`config.mk`:
```
export PLATFORM = sky130hd
export DESIGN_NAME = instruction_prefetcher
export DESIGN_NICKNAME = d
export VERILOG_FILES = /design/src/rtl/prefetch_pkg.sv /design/src/rtl/prefetch_queue.sv /design/src/rtl/instruction_prefetcher.sv
export SDC_FILE = /design/constraint.sdc
export NUM_CORES = 1
export LEC_CHECK = 0
export ABC_AREA = 1
export ABC_CLOCK_PERIOD_IN_PS = 7600
export BUFFER_PORTS_ARGS = -buffer_cell sky130_fd_sc_hd__buf_2
export CAP_MARGIN = 20
export CORE_ASPECT_RATIO = 1.1
export CORE_UTILIZATION = 56
export CTS_CLUSTER_SIZE = 28
export DETAILED_ROUTE_END_ITERATION = 8
export GPL_TIMING_DRIVEN = 0
export PLACE_DENSITY_LB_ADDON = 0.05
export SLEW_MARGIN = 30
export SYNTH_ARGS = -nofsm -noshare
export SYNTH_HDL_FRONTEND = slang
export SYNTH_SLANG_ARGS = --single-unit
```
`constraint.sdc`:
```
create_clock -name clk -period 7.6 [get_ports clk]
set_clock_uncertainty 0.1 [all_clocks]
set_input_delay 0.38 -clock clk [delete_from_list [all_inputs] [get_ports clk]]
set_output_delay 0.38 -clock clk [all_outputs]
set_load 0.1 [all_outputs]
```
`src/rtl/prefetch_pkg.sv`:
```
// Shared types for the instruction prefetcher: fetch FSM states, queue entry layout
// and the default widths that the entry layout is built from.
package prefetch_pkg;

  localparam int PF_ADDR_BITS   = 6;
  localparam int PF_INSTR_BITS  = 32;
  localparam int PF_QUEUE_DEPTH = 2;

  typedef enum logic [1:0] {
    IDLE  = 2'd0,
    REQ   = 2'd1,
    DRAIN = 2'd2
  } fetch_state_e;

  typedef struct packed {
    logic [PF_ADDR_BITS-1:0]  pc;
    logic [PF_INSTR_BITS-1:0] instr;
  } fetch_entry_t;

endpackage

```
`src/rtl/prefetch_queue.sv`:
```
// Small synchronous FIFO of fetched {pc, instr} entries with flush; a push and pop
// in the same cycle are legal even when full, leaving the count unchanged.
module prefetch_queue
  import prefetch_pkg::*;
#(
  parameter int DEPTH = PF_QUEUE_DEPTH
) (
  input  logic                     clk,
  input  logic                     reset,
  input  logic                     i_push,
  input  fetch_entry_t             i_entry,
  input  logic                     i_pop,
  input  logic                     i_flush,
  output fetch_entry_t             o_head,
  output logic [$clog2(DEPTH):0]   o_count,
  output logic                     o_empty
);

  localparam int PW = $clog2(DEPTH);
  localparam logic [PW:0]   FULL_COUNT = DEPTH[PW:0];
  localparam logic [PW:0]   COUNT_ONE  = 1;
  localparam logic [PW-1:0] PTR_ONE    = 1;

  fetch_entry_t  r_mem [DEPTH];
  logic [PW-1:0] r_wr_ptr;
  logic [PW-1:0] r_rd_ptr;
  logic [PW:0]   r_count;
  logic          w_full;
  logic          w_do_push;
  logic          w_do_pop;

  assign w_full    = (r_count == FULL_COUNT);
  assign o_empty   = (r_count == '0);
  assign w_do_pop  = i_pop && !o_empty;
  assign w_do_push = i_push && (!w_full || w_do_pop);

  // NOTE: sequential state uses non-blocking assignments so every register samples
  // the pre-edge values, independent of statement order.
  always_ff @(posedge clk) begin
    if (reset || i_flush) begin
      r_wr_ptr <= '0;
      r_rd_ptr <= '0;
      r_count  <= '0;
    end else begin
      if (w_do_push) r_wr_ptr <= r_wr_ptr + PTR_ONE;
      if (w_do_pop)  r_rd_ptr <= r_rd_ptr + PTR_ONE;
      if (w_do_push && !w_do_pop)      r_count <= r_count + COUNT_ONE;
      else if (w_do_pop && !w_do_push) r_count <= r_count - COUNT_ONE;
    end
  end

  // NOTE: entry storage is deliberately not reset; the count marks which slots are
  // live and the top gates the head outputs while the queue is empty.
  always_ff @(posedge clk) begin
    if (w_do_push && !i_flush) r_mem[r_wr_ptr] <= i_entry;
  end

  assign o_head  = r_mem[r_rd_ptr];
  assign o_count = r_count;

endmodule

```
`src/rtl/instruction_prefetcher.sv`:
```
// Per-core program memory read initiator: walks a fetch PC one request at a time
// and buffers returned instructions with their PC for the decoder.
module instruction_prefetcher
  import prefetch_pkg::*;
#(
  // Entry layout comes from prefetch_pkg, so these must match its widths.
  parameter int PROGRAM_ADDR_BITS = PF_ADDR_BITS,
  parameter int INSTR_BITS        = PF_INSTR_BITS,
  parameter int QUEUE_DEPTH       = PF_QUEUE_DEPTH
) (
  input  logic                         clk,
  input  logic                         reset,
  input  logic                         enable,
  input  logic                         redirect_valid,
  input  logic [PROGRAM_ADDR_BITS-1:0] redirect_pc,
  output logic                         instr_valid,
  output logic [INSTR_BITS-1:0]        instr_data,
  output logic [PROGRAM_ADDR_BITS-1:0] instr_pc,
  input  logic                         instr_ready,
  output logic                         mem_read_valid,
  output logic [PROGRAM_ADDR_BITS-1:0] mem_read_address,
  input  logic                         mem_read_ready,
  input  logic [INSTR_BITS-1:0]        mem_read_data
);

  localparam int CW = $clog2(QUEUE_DEPTH) + 1;
  localparam logic [CW-1:0]                DEPTH_COUNT = QUEUE_DEPTH[CW-1:0];
  localparam logic [PROGRAM_ADDR_BITS-1:0] PC_STEP     = 1;

  fetch_state_e                 r_state;
  logic [PROGRAM_ADDR_BITS-1:0] r_fetch_pc;
  logic                         w_push;
  logic                         w_pop;
  logic                         w_empty;
  logic                         w_slot_free;
  logic [CW-1:0]                w_count;
  fetch_entry_t                 w_push_entry;
  fetch_entry_t                 w_head;

  // Only a response seen while in REQ is genuine; ready in DRAIN/IDLE is stale.
  assign w_push       = (r_state == REQ) && mem_read_ready && !redirect_valid;
  assign w_pop        = instr_valid && instr_ready;
  assign w_slot_free  = (w_count < DEPTH_COUNT);
  assign w_push_entry = '{pc: r_fetch_pc, instr: mem_read_data};

  always_ff @(posedge clk) begin
    if (reset) begin
      r_state    <= IDLE;
      r_fetch_pc <= '0;
    end else if (redirect_valid) begin
      r_fetch_pc <= redirect_pc;
      r_state    <= (r_state == REQ) ? DRAIN : IDLE;
    end else begin
      case (r_state)
        IDLE:    if (enable && w_slot_free) r_state <= REQ;
        REQ: begin
          if (mem_read_ready) begin
            r_fetch_pc <= r_fetch_pc + PC_STEP;
            r_state    <= DRAIN;
          end
        end
        DRAIN:   r_state <= IDLE;
        default: r_state <= IDLE;
      endcase
    end
  end

  prefetch_queue #(
    .DEPTH (QUEUE_DEPTH)
  ) u_queue (
    .clk     (clk),
    .reset   (reset),
    .i_push  (w_push),
    .i_entry (w_push_entry),
    .i_pop   (w_pop),
    .i_flush (redirect_valid),
    .o_head  (w_head),
    .o_count (w_count),
    .o_empty (w_empty)
  );

  assign instr_valid      = !w_empty;
  assign instr_data       = w_empty ? '0 : w_head.instr;
  assign instr_pc         = w_empty ? '0 : w_head.pc;
  assign mem_read_valid   = (r_state == REQ);
  assign mem_read_address = r_fetch_pc;

endmodule

```
==> results.md <==
- Max VDD drop: 157 µV
- Cell variety after synth: 25
- Hold Path End: u_queue.r_mem[0][3]
- Fin util: 71.4%
- Top-count cell post-synth: nand2_1
- CTS clk-pin slew, worst paths: around 0.08 ns
- Area grow syn2layout: 22.9%
- N_diodes: 0
- Detailed Route Iter0 Violations: approximately 120
- Status: finished clean
- Setup TNS Final: 0 ns
- Core Area: about 6000 µm²
- Die H: between 80 and 90 µm
- Global-route usage over all layers: a little over a fifth
- Via density per instance: between 5 and 6
- Syn Inst Count: ~310
- Final hold vios: 0
- Final Hold Slack: 0.120 ns
- Number of max-cap violations: 0
- Final period util: between 30% and 40%
- Vias: roughly 2500
- Pin count of the biggest net entering global routing: 22
- Non-filler cells, final: between 400 and 500
- R2R Setup Slk: 5.59 ns
- Achievable Freq: between 0.4 and 0.5 GHz
- Tmin final: 2.38 ns
- Worst EP arrival: 1.90 ns
- Worst Setup Path Type: flip-flop to output port
- RD Place Congestion: roughly 0.77
- Port Buffers: 88
- Hold Crit Class: input port to flip-flop
- TritonCTS clock tree: yes
- Synth top area cells: edfxtp_1, nand2_1, dfxtp_1, a21oi_1, inv_1
- TritonCTS Buffers: 9
- RR Endpoint: u_queue.r_mem[1][36]
- P_leak: between 1.5 and 2 nW
- Syn Nets: around 360
- Longest Clk Path Bufs: 2
- Wire length of the first global-routing pass: 10800 µm
- Worst r2r src: r_state[1]
- Yosys warns: 0
- Seq/Total Area, Yosys: approximately 71%
- Synthesized area: about 3600 µm²
- RSZ-0062 raised after global routing: false
- Total setup buffers inserted after CTS: 0
- Die W: 78.2 µm
- Hold_sp: mem_read_data[3]
- Share of post-route cells with drive strength above 1: between 20% and 30%
- Die Area: 6710 µm²
- Post-Syn Area per Cell: around 11 µm²
- Final ANT Viol Nets: 0
- Initial Util: between 50% and 60%
- Clk root buf: clkbuf_8
- Boundary Pins: 90
- Asr flop ratio synth: 0%
- Seq cells post-synth: roughly 90
- Power Dens Cells: 223 nW/µm²
- Slew at the pin closest to its max-slew limit: roughly 0.61 ns
- # hold bufs at CTS: 0
- Worst skew pair latency: 0.34 ns
- Detailed Place HPWL: 4690 µm
- GR Overflow Total: 0
- Cts repair resizes: 0
- Worst path required time: 7.12 ns
- Crit end category: output port
- DR pass1 iterations: 5
- CTS sink cnt: 89
- Nets: about 460
- Slew headroom: between 50% and 60%
- Ys flop type: edfxtp_1
- Routed WL per cell: around 14 µm
- DRT Wirelength: approximately 7000 µm
- Area leader, netlist: edfxtp_1
- Post-synth EDFFs: 76
- Initial antenna violation count: 0
- CTS H-tree depth: 3
- Critical Path Fanout Max: 10
- Top cell type's share of synthesized area: approximately 64%
- Vias in the first global route: 2329
- DRC: 0
- FP Rows: 30
- Slew Viols, Final: 0
- Worst Hold Depth: 1
- Final setup vio count: 0
- Post-synth top cells: nand2_1, edfxtp_1, a21oi_1
- Placed Instances: 482
- CP Launch Type: flip-flop
- Filler cell count: between 400 and 500
- Reg2Reg Depth: 6
## cell families after synthesis
kind of cell / synth area share (%)
AND/OR/NAND/NOR: 15.0
flip-flops: 71.1
AO/OA/AOI/OAI: 8.50
buffers and inverters: 4.41
adder cells (fa/ha/maj): 0.700
XOR/XNOR: 0.245
## cell usage in the layout (no fill, tap or decap)
cell	count
xor2_1	1
clkbuf_1	4
buf_2	97
a21oi_1	46
nor2_4	2
o211a_1	1
nand3_1	11
nor2_1	11
inv_2	1
o211ai_1	1
clkbuf_8	9
a31oi_1	1
a211oi_1	1
nand3_4	1
edfxtp_1	76
o21bai_1	1
clkinv_2	1
buf_6	2
nand2_2	2
bufinv_16	2
inv_1	20
o21ai_0	4
dfxtp_1	13
inv_6	1
nor2_8	1
o21ai_1	3
nand2_4	1
nand2_1	96
ha_1	2
clkinv_1	2
buf_16	2
nand4_1	2
## state kept, by name (all words and copies together) (netlist names), named ones only
register / cells
u_queue.r_mem: 76
u_queue.r_wr_ptr: 1
mem_read_address: 6
r_state: 2
u_queue.o_count: 2
u_queue.r_rd_ptr: 1
## worst max-delay path, stage by stage (launching register included)
cell and delay (ns):
dfxtp_1 0.32, inv_1 0.07, buf_2 0.22, buf_2 0.26, nand2_1 0.09, a21oi_1 0.15
buf_2 0.45
## routing by layer
layer  up-vias  track usage (%)  wire length (µm)
met1      1152             26.8              2880
met3         4             5.43               300
met4         0             6.57                48
li1       1274                -                 -
met5         -                0                 0
met2        82             37.4              3600
## cell type report
type / instances / area (µm²) / area share (%)
flip-flops and latches: 89 / 2540 / 57.8
well taps: 80 / 100 / 2.28
plain buffers: 14 / 78.8 / 1.79
clock buffers: 10 / 128 / 2.90
repair buffers: 90 / 495 / 11.3
multi-input cells: 188 / 891 / 20.3
clock inverters: 6 / 81.3 / 1.85
inverters: 21 / 78.8 / 1.79
## how the worst max path moves through the flow
stage                                end  slack, ns            from
floorplan            u_queue.r_mem[0][0]       4.70      r_state[1]
global placement    u_queue.r_mem[0][22]       3.62  mem_read_ready
detailed placement  u_queue.r_mem[0][22]       5.51  mem_read_ready
CTS                       instr_data[25]       5.17       flip-flop
global route                 instr_pc[3]       5.08       flip-flop
finish                    instr_data[25]       5.22       flip-flop
## per-stage QoR
| stage | cell area (µm²) | worst slack [ns] | total power (W) |
|---|---|---|---|
| global placement | 4120 | 3.62 | 0.000650 |
| finish | 4400 | 5.22 | 0.000980 |
| floorplan | 3580 | 4.70 | 0.000626 |
| CTS | 4400 | 5.17 | 0.000988 |
| global route | 4400 | 5.08 | 0.00101 |
| detailed placement | 4190 | 5.51 | 0.000653 |
## power by group
| group | internal [W] | switching (W) |
|---|---|---|
| Sequential | 0.000536 | 0.00000570 |
| Combinational | 0.0000227 | 0.0000770 |
| Clock | 0.000184 | 0.000155 |
(Power assumes the default switching activity.)
